<file path="src/rtl/wisard_pkg.sv">
// Shared WiSARD constants and serializer state encodings.
// Counter width covers address widths up to 32.
package wisard_pkg;

  localparam int CNT_W = 5;
  localparam logic [CNT_W-1:0] CNT_ZERO = '0;
  localparam logic [CNT_W-1:0] CNT_ONE = CNT_W'(1);

  typedef enum logic [1:0] {
    IDLE       = 2'd0,
    SHIFT      = 2'd1,
    SHIFT_HELD = 2'd2
  } state_e;

endpackage

</file>
<file path="src/rtl/wisard_hold_reg.sv">
// One-entry valid/ready holding register.
// Push and pop never coincide: in_ready is low while full.
module wisard_hold_reg #(
  parameter int W = 6
) (
  input  logic         clk,
  input  logic         rst_n,
  input  logic         in_valid,
  output logic         in_ready,
  input  logic [W-1:0] in_data,
  output logic         out_valid,
  input  logic         out_ready,
  output logic [W-1:0] out_data
);

  logic         full;
  logic [W-1:0] data;

  always_ff @(posedge clk or negedge rst_n) begin
    if (!rst_n) begin
      full <= 1'b0;
      data <= '0;
    end else if (in_valid && !full) begin
      full <= 1'b1;
      data <= in_data;
    end else if (out_ready && full) begin
      full <= 1'b0;
    end
  end

  assign in_ready  = !full;
  assign out_valid = full;
  assign out_data  = data;

endmodule

</file>
<file path="src/rtl/wisard_addr_serializer.sv">
// Parallel-to-serial WiSARD address serializer, LSB first.
// One shifter plus one hold entry; back-to-back words have no gap.
module wisard_addr_serializer
  import wisard_pkg::*;
#(
  parameter int ADDRESS_WIDTH = 5
) (
  input  logic                     clk,
  input  logic                     rst_n,
  input  logic                     sink_valid,
  output logic                     sink_ready,
  input  logic                     sop,
  input  logic [ADDRESS_WIDTH-1:0] addr,
  output logic                     src_valid,
  output logic                     src_sop,
  output logic                     src_addr,
  output logic                     busy
);

  localparam int HW = ADDRESS_WIDTH + 1;
  localparam logic [CNT_W-1:0] CNT_LAST =
    CNT_W'(ADDRESS_WIDTH - 1);

  state_e                   state_q;
  state_e                   state_d;
  logic [CNT_W-1:0]         cnt_q;
  logic [ADDRESS_WIDTH-1:0] sh_q;
  logic                     accept;
  logic                     last;
  logic                     bypass;
  logic                     pop;
  logic                     load;
  logic                     hold_in_ready;
  logic                     hold_out_valid;
  logic [HW-1:0]            hold_q;
  logic [HW-1:0]            load_w;

  wisard_hold_reg #(
    .W(HW)
  ) u_hold (
    .clk      (clk),
    .rst_n    (rst_n),
    .in_valid (accept && !bypass),
    .in_ready (hold_in_ready),
    .in_data  ({sop, addr}),
    .out_valid(hold_out_valid),
    .out_ready(pop),
    .out_data (hold_q)
  );

  assign sink_ready = (state_q != SHIFT_HELD) && hold_in_ready;
  assign accept     = sink_valid && sink_ready;
  assign last       = (state_q != IDLE) && (cnt_q == CNT_LAST);
  assign load       = bypass || pop;
  assign load_w     = pop ? hold_q : {sop, addr};

  always_comb begin
    state_d = state_q;
    bypass  = 1'b0;
    pop     = 1'b0;
    unique case (state_q)
      IDLE: begin
        if (accept) begin
          bypass  = 1'b1;
          state_d = SHIFT;
        end
      end
      SHIFT: begin
        if (last) begin
          bypass  = accept;
          state_d = accept ? SHIFT : IDLE;
        end else if (accept) begin
          state_d = SHIFT_HELD;
        end
      end
      SHIFT_HELD: begin
        if (last) begin
          pop     = hold_out_valid;
          state_d = SHIFT;
        end
      end
      default: state_d = IDLE;
    endcase
  end

  always_ff @(posedge clk or negedge rst_n) begin
    if (!rst_n) state_q <= IDLE;
    else        state_q <= state_d;
  end

  // cnt_q is the index of the bit currently on src_addr
  always_ff @(posedge clk or negedge rst_n) begin
    if (!rst_n) begin
      cnt_q     <= CNT_ZERO;
      sh_q      <= '0;
      src_addr  <= 1'b0;
      src_valid <= 1'b0;
      src_sop   <= 1'b0;
      busy      <= 1'b0;
    end else begin
      busy <= (state_d != IDLE);
      if (load) begin
        sh_q      <= load_w[ADDRESS_WIDTH-1:0] >> 1;
        src_addr  <= load_w[0];
        src_valid <= 1'b1;
        src_sop   <= load_w[HW-1];
        cnt_q     <= CNT_ZERO;
      end else if (state_q != IDLE && !last) begin
        sh_q      <= sh_q >> 1;
        src_addr  <= sh_q[0];
        src_valid <= 1'b0;
        src_sop   <= 1'b0;
        cnt_q     <= cnt_q + CNT_ONE;
      end else begin
        src_addr  <= 1'b0;
        src_valid <= 1'b0;
        src_sop   <= 1'b0;
        cnt_q     <= CNT_ZERO;
      end
    end
  end

endmodule

</file>
<file path="config.mk">
export PLATFORM = sky130hd
export DESIGN_NAME = wisard_addr_serializer
export DESIGN_NICKNAME = d
export VERILOG_FILES = /design/src/rtl/wisard_pkg.sv /design/src/rtl/wisard_hold_reg.sv /design/src/rtl/wisard_addr_serializer.sv
export SDC_FILE = /design/constraint.sdc
export NUM_CORES = 1
export LEC_CHECK = 0
export CORE_MARGIN = 2
export CORE_UTILIZATION = 50
export CTS_BUF_LIST = sky130_fd_sc_hd__clkbuf_16
export CTS_CLUSTER_DIAMETER = 120
export DETAILED_ROUTE_END_ITERATION = 6
export GPL_TIMING_DRIVEN = 0
export PLACE_DENSITY = 0.73
export SYNTH_ARGS = -nofsm -noshare
export SYNTH_HDL_FRONTEND = slang
export SYNTH_SLANG_ARGS = --single-unit
</file>
<file path="constraint.sdc">
create_clock -name clk -period 2.36 [get_ports clk]
set_clock_uncertainty 0.15 [all_clocks]
set_input_delay 0.59 -clock clk [delete_from_list [all_inputs] [get_ports clk]]
set_output_delay 0.59 -clock clk [all_outputs]
set_load 0.02 [all_outputs]
</file>
==> results of run 1 <==
==> flip-flops by register name, indices dropped and copies added (netlist names), 2 cells and up <==
signal	flops
sh_q	4
cnt_q	5
state_q	2
u_hold.out_data	6
==> per-stage QoR <==
| stage | instances | hold slack (ps) | worst slack [ps] | power [W] | setup TNS, ps |
|---|---|---|---|---|---|
| final | 150 | 338 | 240 | 0.00136 | 0 |
| after global routing | 150 | 364 | 205 | 0.00141 | 0 |
| after CTS | 150 | 340 | 10.8 | 0.00136 | 0 |
| after detailed placement | 146 | 334 | -11.3 | 0.000881 | -11.3 |
| after global placement | 146 | 329 | 12.8 | 0.000861 | 0 |
| after floorplan | 105 | 144 | 645 | 0.000754 | 0 |
==> per-layer routing <==
layer | vias to the layer above | GRT usage | share of wire
met5 | - | 0 | 0
met4 | 0 | 0.113 | 0.013
met3 | 4 | 0.0263 | 0.039
met2 | 23 | 0.333 | 0.48
met1 | 414 | 0.243 | 0.46
li1 | 404 | - | -
==> worst max-delay path: stages <==
cell and delay [ps]:
clkdlybuf4s50_1 470, nor2b_2 290, nor2b_1 160, buf_2 220
nand3b_1 210, o221ai_1 150
==> power breakdown <==
part	internal, W	leakage (nW)	switching, W
registers	0.000444	0.291	0.0000336
logic	0.000166	0.320	0.000232
clock network	0.000337	0.0511	0.000142
==> what timing repair did <==
item	4_1_cts	5_1_grt
endpoints found under the hold margin	0	0
setup endpoints to repair	1	1
gates resized for setup	1	1
==> worst max path at each step <==
| stage | slack [ps] | from | to |
|---|---|---|---|
| floorplan | 640 | sink_valid | src_addr |
| detailed placement | -10 | sink_valid | sh_q[2] |
| global placement | 10 | sink_valid | sh_q[2] |
| global route | 200 | sink_valid | sh_q[2] |
| CTS | 10 | state_q[1] | sink_ready |
| finish | 240 | sink_valid | sh_q[2] |
==> logic make-up (layout without fill, tap and decap cells) <==
group | count (synthesis) | in the layout | share of synthesized area
AND/OR/NAND/NOR | 33 | 33 | 0.175
AO/OA/AOI/OAI | 25 | 25 | 0.156
flip-flops | 22 | 22 | 0.497
buffers and inverters | 13 | 30 | 0.0564
multiplexers | 7 | 7 | 0.0700
XOR/XNOR | 3 | 3 | 0.0237
adder cells (fa/ha/maj) | 2 | 2 | 0.0226
==> synth_stat cells (all sizes together) <==
cell / number
nand2: 1
inv: 8
a32o: 1
mux2i: 1
o21bai: 1
a221o: 1
mux2: 6
and3: 5
buf: 4
o21ai: 8
and2: 1
xor2: 2
clkbuf: 1
a32oi: 1
nor2: 16
o211ai: 1
dfrtp: 22
o221ai: 3
a21oi: 7
ha: 2
and4bb: 1
nand4bb: 1
nand3b: 1
nor2b: 4
xnor2: 1
nand3: 3
o22ai: 1
a21o: 1
==> cell type report <==
cell class | instances | area (sq um) | area share
tap | 28 | 35.0 | 0.0253
multi-input combinational | 70 | 498 | 0.360
timing repair buffer | 13 | 133 | 0.0958
sequential | 22 | 551 | 0.398
clock buffer | 3 | 75.1 | 0.0542
clock inverter | 1 | 30.0 | 0.0217
inverter | 8 | 30.0 | 0.0217
buffer | 5 | 32.5 | 0.0235
==> metrics, run 1 <==
Filler cells 186; Setup crit end kind flop; io pins 14; Layout Nets 134; Pwr Density 979 nW/um^2; number of global-route vias before repair 853; Core Area 2150 sq um; slew margin rel. 0.353; Die Y 51.1 microns; synthesized flop and latch total 22; Placer Congestion 0.823; Worst R2R Path Depth 7; TritonCTS clock tree yes; largest net degree at the start of global routing 23; clock sink count 22; share of cells above drive strength 1 0.164; R2R Path Start cnt_q[0]; post-synthesis cell type with the largest combined area dfrtp_1; Via density 5.63; net count after synthesis 116; Tightest Pin Transition 967 ps; share of the synthesized area in the top cell type 0.497; top post-synthesis cells by area dfrtp_1 50%, mux2_2 6.1%, nor2_1 5.4%; worst hold path class reg -> reg; antenna cells 0; Setup crit start kind input pin; worst hold path stage count 1; Max clock buf depth 2; Min-Delay Endpoint cnt_q[0]; max cap viols 0; Root Driver clkbuf_16; post-synthesis sequential area ratio 0.497; critical path type in -> reg; run status finished clean; post-synth cell types 31; die footprint 2610 sq um; most frequent cells in the layout 22 x dfrtp_1, 16 x nor2_1, 12 x clkdlybuf4s50_1; unrepaired setup endpoints after global routing no; Reg clk slew, reported paths 60 ps; fin crit share 0.898; standard-cell rows 17; Worst Path Max Fanout 10; Reg2Reg Setup Slack 500 ps; DR vias 845; Synthesis Warnings 0; Arr. time, crit path 2100 ps; WL/cell 14.9 microns; port buffer count 13; setup violators final 0; Worst R2R End sh_q[1]; syn_area_per_cell 10.6 sq um; VDD IR max 522 uV; Initial DRC Count 23; post-CTS setup buffers 0; CTS buffer count 3; endpoints failing hold 0; Post-DRT Antenna Nets 0; Finished Core Util 0.644; most common cell after layout, fill and taps aside dfrtp_1; Max Clock Freq 472 MHz; number of detailed-route iterations in the first pass 4; H-tree depth 1; Syn Inst Count 105; final worst path period need 2120 ps; Starting Density 0.516; final slew viol count 0; WL final 2240 microns; Post-Layout Inst Area 1380 sq um; count of hold-fix buffers inserted at cts 0; static leakage 0.661 nW; global route total overflow 0; DR DRC count 0; Area Growth Syn to Fin 24.8%; Synth Cell Area 1110 sq um; die width 51.1 microns; first-pass GRT wire length 3790 microns; hold path start cnt_q[0]; antenna violations before repair 0; dpl hpwl 1580 microns; placed cell areas 1270 sq um; GRT Util Overall 0.198; Skew-Pair Late Insertion Delay 260 ps; Req. time, crit path 2340 ps
Power figures use the tool's default switching activity.
==> run 2: changes to the inputs <==
--- a/config.mk
+++ b/config.mk
@@ -12,6 +12,7 @@
 export DETAILED_ROUTE_END_ITERATION = 6
 export GPL_TIMING_DRIVEN = 0
 export PLACE_DENSITY = 0.73
+export SETUP_SLACK_MARGIN = 0.1
 export SYNTH_ARGS = -nofsm -noshare
 export SYNTH_HDL_FRONTEND = slang
 export SYNTH_SLANG_ARGS = --single-unit
==> metrics, run 2 (synthesis gave the netlist of run 1 again) <==
run status finished clean (unchanged); VDD IR max 521 uV (was 522 uV); global route total overflow 0 (unchanged); Filler cells 188 (was 186); slew margin rel. 0.353 (unchanged); clock sink count 22 (unchanged); CP Buf/Inv Count 2 (unchanged); static leakage 0.647 nW (was 0.661 nW); WL/cell 14.9 microns (about the same); switch share 0.301 (about the same); fin crit share 0.898 (about the same); GRT Util Overall 0.198 (unchanged); area of the multi-input gates 498 sq um (unchanged); Reg clk slew, reported paths 60 ps (about the same); Skew-Pair Late Insertion Delay 260 ps (about the same); number of global-route vias before repair 849 (was 853); DR vias 846 (was 845); Logic pwr share 0.294 (about the same); Max clock buf depth 2 (unchanged); die footprint 2610 sq um (unchanged); Setup crit start kind input pin (unchanged); H-tree depth 1 (unchanged); endpoints failing hold 0 (unchanged); antenna violations before repair 0 (unchanged); Finished Core Util 0.642 (was 0.644); Setup crit end kind flop (unchanged); post-CTS setup buffers 0 (unchanged); Area Growth Syn to Fin 24.5% (was 24.8%); crit path cell chain clkdlybuf4s50_1 > nor2b_2 > nor2b_1 > buf_2 > nand3b_1 > o221ai_1 (unchanged); Root Driver clkbuf_16 (unchanged); unrepaired setup endpoints after global routing no (unchanged); Layout Nets 134 (unchanged); Total Power 0.00135 W (was 0.00136 W); dpl hpwl 1580 microns (unchanged); NetSw 0.000407 W (was 0.000408 W); standard-cell rows 17 (unchanged); share of cells above drive strength 1 0.164 (unchanged); DR DRC count 0 (unchanged); first-pass GRT wire length 3790 microns (unchanged); Worst Path Max Fanout 10 (unchanged); Tightest Pin Transition 967 ps (unchanged); worst hold path class reg -> reg (unchanged); setup violators final 0 (unchanged); antenna cells 0 (unchanged); max FFs per register 6 (unchanged); Slowest cell on crit path clkdlybuf4s50_1 (unchanged); most frequent cells in the layout 22 x dfrtp_1, 16 x nor2_1, 12 x clkdlybuf4s50_1 (unchanged); final slew viol count 0 (unchanged); sequential share of power 0.352 (about the same); CTS buffer count 3 (unchanged); Core Area 2150 sq um (unchanged); Int Power 0.000947 W (about the same); largest net degree at the start of global routing 23 (unchanged); count of hold-fix buffers inserted at cts 0 (unchanged); Post-CTS Resized 2 (was 1); critical path type in -> reg (unchanged); Reg area 551 sq um (unchanged); die width 51.1 microns (unchanged); clock share of power 0.353 (about the same); Post-DRT Antenna Nets 0 (unchanged); TritonCTS clock tree yes (unchanged); Pwr Density 982 nW/um^2 (was 979 nW/um^2); Die Y 51.1 microns (unchanged); WL final 2240 microns (about the same); Via density 5.64 (was 5.63); post-route insts no fill 150 (unchanged); Arr. time, crit path 2100 ps (about the same); Initial DRC Count 23 (unchanged); number of detailed-route iterations in the first pass 4 (unchanged); Max Clock Freq 472 MHz (about the same); final worst path period need 2120 ps (about the same); setup TNS 0 ps (unchanged); most common cell after layout, fill and taps aside dfrtp_1 (unchanged); delay-heaviest family, CP buffers and inverters (unchanged); max cap viols 0 (unchanged); Starting Density 0.516 (unchanged); Post-Place Cells 146 (unchanged); Placer Congestion 0.823 (unchanged); Req. time, crit path 2340 ps (about the same); io pins 14 (unchanged); port buffer count 13 (unchanged); CP peak stage delay 470 ps (about the same)
[run 2: changes by cell type in the layout (fill, tap and decap cells not counted)]
cell,delta
dlygate4sd2_1,+1
dlymetal6s2s_1,-1
[run 2: cell type report]
| class | count | share of cell area |
|---|---|---|
| plain buffers | 5 | 0.0236 |
| clock buffers | 3 | 0.0544 |
| clock inverters | 1 | 0.0218 |
| inverters | 8 | 0.0218 |
| multi-input cells | 70 | 0.361 |
| flip-flops and latches | 22 | 0.399 |
| well taps | 28 | 0.0254 |
| repair buffers | 13 | 0.0934 |
[run 2: path summary, 6_finish.rpt]
kind                             from  endpoint  slack [ps]  cells after the start
setup / recovery           sink_valid   sh_q[2]         240                      6
hold / removal               cnt_q[0]  cnt_q[0]         340                      1
setup reg to reg             cnt_q[0]   sh_q[1]         500                      7
hold reg to reg              cnt_q[0]  cnt_q[0]         340                      1
max in group asynchronous       rst_n      busy         750                      1
min in group asynchronous       rst_n   sh_q[1]         720                      1
[run 2: metal layers]
layer | vias up | wire length [microns] | GRT usage
li1 | 404 | - | -
met1 | 415 | 1030 | 0.245
met4 | 0 | 29 | 0.113
met2 | 23 | 1090 | 0.331
met5 | - | 0 | 0
met3 | 4 | 87 | 0.0263
[run 2: worst register-to-register path, delay by kind of cell, from the launching register on]
| family | cells | cell delay [ps] |
|---|---|---|
| compound gates | 2 | 280 |
| fa+ha+maj | 1 | 230 |
| buf+inv | 2 | 240 |
| flops | 1 | 380 |
| simple gates | 2 | 440 |
[run 2: power groups by stage]
| stage | Clock [W] | Sequential (W) | Combinational, W |
|---|---|---|---|
| 2_1_floorplan | 0 | 0.000498 | 0.000256 |
| 3_3_place_gp | 0 | 0.000480 | 0.000381 |
| 3_5_place_dp | 0 | 0.000483 | 0.000397 |
| 4_1_cts | 0.000483 | 0.000477 | 0.000399 |
| 5_1_grt | 0.000494 | 0.000483 | 0.000437 |
| 6_report | 0.000478 | 0.000477 | 0.000399 |
[run 2: through the flow]
stage / cell area (sq um) / worst slack [ps] / hold WS, ps
finish: 1380 / 240 / 338
global route: 1380 / 195 / 364
CTS: 1380 / 249 / 340
detailed placement: 1270 / -11.3 / 334
global placement: 1270 / 12.8 / 329
floorplan: 1110 / 645 / 144
==> run 3: changes to the inputs <==
--- a/config.mk
+++ b/config.mk
@@ -6,7 +6,7 @@
 export NUM_CORES = 1
 export LEC_CHECK = 0
 export CORE_MARGIN = 2
-export CORE_UTILIZATION = 50
+export CORE_UTILIZATION = 48
 export CTS_BUF_LIST = sky130_fd_sc_hd__clkbuf_16
 export CTS_CLUSTER_DIAMETER = 120
 export DETAILED_ROUTE_END_ITERATION = 6
==> constraint.sdc (replaced) <==
create_clock -name clk -period 1.77 [get_ports clk]
set_clock_uncertainty 0.15 [all_clocks]
set_input_delay 0.4425 -clock clk [delete_from_list [all_inputs] [get_ports clk]]
set_output_delay 0.4425 -clock clk [all_outputs]
set_load 0.02 [all_outputs]
==> metrics, run 3 (synthesis gave the netlist of run 1 again) <==
Post-Place Cells 146 (unchanged); Area Growth Syn to Fin 38.4% (was 24.5%); most frequent cells in the layout 21 x dfrtp_1, 16 x nor2_1, 11 x buf_4 (was 22 x dfrtp_1, 16 x nor2_1, 12 x clkdlybuf4s50_1); most common cell after layout, fill and taps aside dfrtp_1 (unchanged); Req. time, crit path 1750 ps (was 2340 ps); sequential share of power 0.372 (was 0.352); final worst path period need 1740 ps; run status finished clean (unchanged); GRT Util Overall 0.211 (was 0.198); global route total overflow 0 (unchanged); TritonCTS clock tree yes (unchanged); unrepaired setup endpoints after global routing yes (was no); DR vias 900 (was 846); Root Driver clkbuf_16 (unchanged); Pwr Density 1120 nW/um^2 (was 982 nW/um^2); endpoints failing hold 0 (unchanged); port buffer count 13 (unchanged); CTS buffer count 3 (unchanged); Arr. time, crit path 1720 ps (was 2100 ps); Via density 5.59 (was 5.64); NetSw 0.000560 W (was 0.000407 W); H-tree depth 1 (unchanged); max cap viols 0 (unchanged); critical path type reg -> reg (was in -> reg); Reg clk slew, reported paths 60 ps (about the same); placed cell areas 1280 sq um (was 1270 sq um); Post-Layout Inst Area 1530 sq um (was 1380 sq um); largest net degree at the start of global routing 23 (unchanged); WL/cell 16.0 microns (was 14.9 microns); clock sink count 22 (unchanged); Max clock buf depth 2 (unchanged); antenna cells 0 (unchanged); Post-DRT Antenna Nets 0 (unchanged); Max Clock Freq 576 MHz; clock share of power 0.273 (was 0.353); io pins 14 (unchanged); Starting Density 0.506 (was 0.516); switch share 0.327 (was 0.301); Layout Nets 145 (was 134); Tightest Pin Transition 976 ps (was 967 ps); slew margin rel. 0.349 (was 0.353); Initial DRC Count 17 (was 23); Worst R2R Path Depth 6 (was 7); share of cells above drive strength 1 0.316 (was 0.164); fin crit share 0.980; VDD IR max 828 uV (was 521 uV); DR DRC count 0 (unchanged); worst hold path class in -> async (was reg -> reg); antenna violations before repair 0 (unchanged); die width 52.1 microns (was 51.1 microns); max FFs per register 6 (unchanged); final slew viol count 0 (unchanged); post-route insts no fill 161 (was 150); count of hold-fix buffers inserted at cts 0 (unchanged); Setup crit start kind flop (was input pin); static leakage 0.749 nW (was 0.647 nW); WL final 2570 microns (was 2240 microns); die footprint 2710 sq um (was 2610 sq um); number of global-route vias before repair 842 (was 849); Setup crit end kind flop (unchanged); Core Area 2190 sq um (was 2150 sq um); Worst Path Max Fanout 6 (was 10); standard-cell rows 17 (unchanged); Die Y 52.1 microns (was 51.1 microns); dpl hpwl 1540 microns (was 1580 microns); setup violators final 0 (unchanged); first-pass GRT wire length 4100 microns (was 3790 microns); Skew-Pair Late Insertion Delay 250 ps (was 260 ps); Int Power 0.00115 W (was 0.000947 W); Logic pwr share 0.354 (was 0.294); number of detailed-route iterations in the first pass 4 (unchanged); Placer Congestion 0.826 (was 0.823)
## run 3: worst max-delay path, stage by stage (launching register included)
cell       delay, ps
dfrtp_1          390
inv_2             70
ha_4             130
nand4bb_4        170
o211ai_4         230
buf_12           160
mux2_4           300
## run 3: power groups by stage
| stage | sequential [W] | combinational [W] | clock [W] |
|---|---|---|---|
| after global placement | 0.000640 | 0.000513 | 0 |
| after floorplan | 0.000663 | 0.000345 | 0 |
| after detailed placement | 0.000646 | 0.000526 | 0 |
| final | 0.000638 | 0.000607 | 0.000468 |
| after global routing | 0.000647 | 0.000665 | 0.000506 |
| after CTS | 0.000634 | 0.000593 | 0.000470 |
## run 3: area by class of cell
type                            count  area, sq um
Clock buffer                        3         75.1
Fill cell                         154          657
Multi-Input combinational cell     70          571
Timing Repair Buffer               25          234
Buffer                              4         33.8
Tap cell                           28         35.0
Clock inverter                      1         3.75
Inverter                            8         30.0
Sequential cell                    22          552
## run 3: per-stage QoR
stage	setup WS, ps	TNS, ps	power, W	utilization	hold slack (ps)
2_1_floorplan	102	0	0.00101	-	-3.09
3_3_place_gp	-424	-4230	0.00115	0.583	325
3_5_place_dp	-454	-4660	0.00117	0.583	339
4_1_cts	32.4	0	0.00170	0.681	354
5_1_grt	-33.9	-185	0.00182	0.700	274
6_report	34.8	0	0.00171	0.700	191
## run 3: worst paths after layout
kind / endpoint / slack (ps) / from
hold reg to reg: u_hold.out_data[1] / 360 / u_hold.out_data[1]
setup reg to reg: u_hold.out_data[0] / 30 / cnt_q[1]
min in group clk: u_hold.out_data[1] / 360 / u_hold.out_data[1]
max in group asynchronous: state_q[1] / 620 / rst_n
hold / removal: u_hold.out_data[1] / 190 / rst_n
setup / recovery: u_hold.out_data[0] / 30 / cnt_q[1]
## run 3: repair_timing
| item | CTS | global route |
|---|---|---|
| resized for setup | 29 | 12 |
| buffers inserted | 10 | 2 |
| setup endpoints to repair | 19 | 36 |
| pin swaps | 4 | 3 |
## run 3: metal layers
| layer | wire length, microns | vias to the layer above | global-route usage |
|---|---|---|---|
| li1 | - | 423 | - |
| met1 | 1090 | 455 | 0.302 |
| met2 | 1350 | 18 | 0.333 |
| met3 | 99 | 4 | 0.0259 |
| met4 | 30 | 0 | 0.0658 |
| met5 | 0 | - | 0 |
==> variant 1: new RTL, flow settings as in run 3 <==
The 3 states of `state_e` get a one-hot encoding in 3 bits.
--- a/src/rtl/wisard_pkg.sv
+++ b/src/rtl/wisard_pkg.sv
@@ -6,10 +6,10 @@
   localparam logic [CNT_W-1:0] CNT_ZERO = '0;
   localparam logic [CNT_W-1:0] CNT_ONE = CNT_W'(1);
 
-  typedef enum logic [1:0] {
-    IDLE       = 2'd0,
-    SHIFT      = 2'd1,
-    SHIFT_HELD = 2'd2
+  typedef enum logic [2:0] {
+    IDLE       = 3'b001,
+    SHIFT      = 3'b010,
+    SHIFT_HELD = 3'b100
   } state_e;
 
 endpackage
Behaviour: no difference found for any inputs over 10 cycles, from zero or initial values and one cycle with rst_n low; not proved beyond that.
==> variant 1 against run 3 <==
- the flow now finishes with violations (setup timing)
- area after synthesis increased by 2.6%
- count of clock-buffer cells in the layout unchanged
- utilization increased by 1.7 points
- setup slack worse by 0.13 ns
- sequential cell count increased by 1
- critical path depth rose by 1
- critical endpoint unchanged
- routed wire length is 1.8% lower
- final area increased by 4.5%
Power is not compared: it rests on default switching activity, and its combinational part moved more than twofold at a synthesized area within 25%.
==> variant 1: results <==
metrics = {
    "detailed_routing": {
        "wirelength_um": 2525,
        "drtIter0Drc": 9,
        "vias_per_cell": 5.525,
        "drcViolationCount": 0,
        "drtPass1Iterations": 3,
    },
    "synth": {
        "synth_xor_area_share_pct": 2.310,
        "yosysWarnings": 0,
        "muxShareOfSynthArea_pct": 13.09,
        "ys_top_cells_by_area": "dfrtp_1, mux2_2, mux2i_1, nand2_1, nor2_1",
        "synth_common_cells": "dfrtp_1, nand2_1, nor2_1",
        "yosysSeqAreaShare_pct": 50.72,
        "synth_fa_ha_area_share_pct": 2.200,
        "synth_fp_nets": 114,
        "ys_async_sr_fraction_pct": 100.0,
        "netlist-cell-type-count": 34,
        "synth_compound_area_share_pct": 12.87,
    },
    "setup_path": {
        "slowest_delay_ns": 0.40,
        "cp-startpoint": "cnt_q[1]$_DFF_PN0_",
        "cp.arrival_ns": 1.85,
        "crit_fanout": 7,
        "cp_slowest_cell": "dfrtp_1",
    },
    "clock_tree": {
        "cts.clk_slew.worst_paths_ns": 0.06,
        "cts_made_buffers": 3,
        "clockBufferDepth": 2,
        "insertion_delay_ns": 0.26,
        "cts-root-buf": "clkbuf_16",
        "htree_levels": 1,
    },
    "placed_design": {
        "hpwl_um": 1545,
        "pre_cts_ws_ns": -0.3572,
        "dpl_cell_area_sq_um": 1303,
        "gp_routability_congestion": 0.8161,
        "port_buffers": 13,
    },
    "final_layout": {
        "nFillCells": 163,
        "nNetsFinal": 142,
        "largest_reg_flops": 6,
        "n_antenna_cell": 0,
        "drive_gt1_share_pct": 34.62,
    },
    "global_route": {
        "met2_usage_pct": 37.08,
        "use_met1_pct": 25.09,
        "antenna_found_initial": 0,
        "grt_pass1_wl_um": 4153,
        "grtUsageTotal_pct": 20.82,
        "grt_util_met3_pct": 4.286,
        "grt_max_degree": 24,
        "grt_pass1_vias": 917,
    },
    "timing": {
        "setup_slack_ns": -0.09349,
        "tightest_slew_ns": 1.023,
        "tns_ns": -0.7444,
        "setup_viol": 11,
    },
    "min_path": {
        "worstHoldPathType": "in2async",
    },
    "power_and_ir_drop": {
        "irDropWorstVdd_uv": 715.7,
        "power.internal_mw": 0.8486,
        "p_leak_nw": 0.7703,
    },
    "status": {
        "status": "complete, but fails checks",
        "violations": "setup timing",
    },
}
variant 1: changes by cell type in the layout (fill, tap and decap cells not counted), moves of 3 or more:
cell      delta
buf_4        -3
mux2i_1      +5
nor2_1       -8
nand2_1     +10
and3_1       -3
nand2b_1     +3
o221ai_1     -3
variant 1: cell type report:
class	count	area [sq um]	share of cell area, %
well taps	28	35.03	2.186
inverters	6	22.52	1.405
clock inverters	1	5.005	0.3123
repair buffers	23	220.2	13.74
clock buffers	3	75.07	4.684
flip-flops and latches	23	578.1	36.07
multi-input cells	72	656.9	40.98
plain buffers	2	10.01	0.6245
variant 1: cell families after synthesis:
group                    after synthesis
AO/OA/AOI/OAI                         19
XOR/XNOR                               3
adder cells (fa/ha/maj)                2
buffers and inverters                  8
flip-flops                            23
multiplexers                          14
AND/OR/NAND/NOR                       34
variant 1: metal layers:
metal	wire length (um)	vias up
met5	0	-
met4	18	0
met3	67	2
met2	1341	14
met1	1098	434
li1	-	423
variant 1: critical path, delay by kind of cell, from the launching register on:
kind | cells | cell delay, ns
simple gates | 1 | 0.28
buf+inv | 2 | 0.23
flops | 1 | 0.40
fa+ha+maj | 1 | 0.13
mux | 1 | 0.30
compound gates | 2 | 0.25
variant 1: what timing repair did:
action / CTS / global route
pin swaps: 7 / 9
hold buffers: 0 / 0
endpoints found under the setup margin: 21 / 46
setup buffers: 8 / 2
resized for setup: 32 / 9
variant 1: path summary, 6_finish.rpt:
| check | slack [ns] | to | cells after the start |
|---|---|---|---|
| worst max register to register | -0.09 | u_hold.out_data[0]$_DFFE_PN0P_ | 7 |
| worst min register to register | 0.35 | sh_q[3]$_DFFE_PN0P_ | 2 |
| max in group asynchronous | 0.58 | state_q[1]$_DFF_PN0_ | 1 |
| worst max-delay path | -0.09 | u_hold.out_data[0]$_DFFE_PN0P_ | 7 |
| worst min-delay path | 0.20 | cnt_q[3]$_DFF_PN0_ | 1 |
| min in group clk | 0.35 | sh_q[3]$_DFFE_PN0P_ | 2 |
variant 1: power by group through the flow:
stage | clock network (mW) | registers [mW] | logic, mW
after detailed placement | 0 | 0.535 | 0.0340
final | 0.491 | 0.526 | 0.0347
after global placement | 0 | 0.535 | 0.0333
after CTS | 0.498 | 0.526 | 0.0348
after floorplan | 0 | 0.536 | 0.00326
after global routing | 0.520 | 0.525 | 0.0390
variant 1: per-stage QoR:
step           cells  hold WS (ns)  power [mW]
2_1_floorplan    103     -0.003091      0.5388
3_3_place_gp     144        0.3245      0.5688
6_report         158        0.2041       1.051
5_1_grt          158        0.3055       1.084
3_5_place_dp     144        0.3261      0.5695
4_1_cts          156        0.3475       1.058
==> variant 2: new RTL, settings of run 3 <==
Made on the original files. `ADDRESS_WIDTH`: 5 -> 3.
--- a/src/rtl/wisard_addr_serializer.sv
+++ b/src/rtl/wisard_addr_serializer.sv
@@ -3,7 +3,7 @@
 module wisard_addr_serializer
   import wisard_pkg::*;
 #(
-  parameter int ADDRESS_WIDTH = 5
+  parameter int ADDRESS_WIDTH = 3
 ) (
   input  logic                     clk,
   input  logic                     rst_n,
Ports: changed (resized addr); port bits go from 14 to 12. No check against the original RTL was run, so the function may have changed too.
==> variant 2 against run 3 <==
- the run now ends with setup timing left
- sequential cell count decreased by 4
- synthesized cell count decreased by 25%
- routed wire length decreased by 23%
- clock power decreased by 4%
- setup slack got worse by 0.36 ns
- sequential power decreased by 29%
- critical endpoint unchanged
- power decreased by 28%
- area after synthesis decreased by 20%
- final area decreased by 19%
- count of clock-buffer cells in the layout unchanged
- non-clock buffer count decreased by 6
- combinational power decreased by 45%
==> variant 2: results <==
metrics = {
    "status": {
        "status": "complete, but fails checks",
        "violations": "setup timing",
    },
    "setup_path": {
        "crit_family": "simple AND/OR/NAND/NOR gates",
        "crit_fanout": 5,
        "slowest_delay_ns": 0.47,
    },
    "global_route": {
        "grt_util_met3_pct": 3.462,
        "grtUsageTotal_pct": 20.68,
        "grt_pass1_vias": 642,
        "use_met1_pct": 27.82,
        "grt_pass1_wl_um": 2973,
    },
    "detailed_routing": {
        "wirelength_um": 1967,
        "m1WireLength_um": 874,
        "wl_met3_um": 61,
        "met2_length_um": 971,
    },
    "final_layout": {
        "nFillCells": 124,
        "instances_no_fill": 128,
        "largest_reg_flops": 5,
        "bufAreaShareNonClock_pct": 17.81,
        "nNonClkBuffers": 23,
        "nNonClkInverters": 3,
        "multi_input_area_share_pct": 35.93,
        "regArea_sq_um": 450.4,
        "drive_gt1_share_pct": 27.18,
        "multi_input_comb_cells": 55,
    },
    "synth": {
        "synth_fa_ha_area_share_pct": 2.809,
        "synth_fp_nets": 88,
        "syn_inst": 79,
        "yosysSeqAreaShare_pct": 50.56,
        "synth_xor_area_share_pct": 2.949,
    },
    "placed_design": {
        "port_buffers": 11,
        "hpwl_um": 1180,
    },
    "timing": {
        "setup_slack_ns": -0.3256,
        "setup_viol": 17,
    },
    "min_path": {
        "worstHoldPathType": "reg2reg",
    },
}
==> variant 2: cell count changes in the layout (fill, tap and decap cells not counted), sizes merged, moves of 3 or more <==
cell    delta
a21oi      -3
and3       -3
buf        -4
dfrtp      -4
inv        -5
nor2       -4
o21ai      -4
o221ai     -3
==> variant 2: timing repair <==
item,CTS,global route
hold buffers,0,0
setup buffers,4,5
resized for setup,16,6
endpoints found under the setup margin,23,19
pin swaps,4,1
==> variant 2: where the power goes <==
| part | internal, mW | switching (mW) |
|---|---|---|
| clock | 0.300 | 0.150 |
| sequential | 0.439 | 0.0150 |
| combinational | 0.178 | 0.156 |
| total | 0.917 | 0.321 |
==> variant 2: metrics by stage <==
step | setup TNS [ns] | power, mW | setup slack, ns | area [sq um]
2_1_floorplan | -1.495 | 0.5839 | -0.2539 | 892.1
3_3_place_gp | -2.982 | 0.6451 | -0.3365 | 1033
3_5_place_dp | -3.227 | 0.6501 | -0.3562 | 1033
4_1_cts | -2.977 | 1.159 | -0.3054 | 1174
5_1_grt | -4.886 | 1.295 | -0.3911 | 1236
6_report | -3.717 | 1.238 | -0.3256 | 1236
==> variant 2: how the worst min path moves through the flow <==
stage	from	to	cells after the start
finish	u_hold.out_data[3]$_DFFE_PN0P_	src_sop$_DFF_PN0_	1
global route	u_hold.out_data[3]$_DFFE_PN0P_	src_sop$_DFF_PN0_	1
CTS	u_hold.out_data[3]$_DFFE_PN0P_	src_sop$_DFF_PN0_	1
detailed placement	cnt_q[0]$_DFF_PN0_	cnt_q[0]$_DFF_PN0_	1
global placement	cnt_q[0]$_DFF_PN0_	cnt_q[0]$_DFF_PN0_	1
floorplan	rst_n	busy$_DFF_PN0_	0
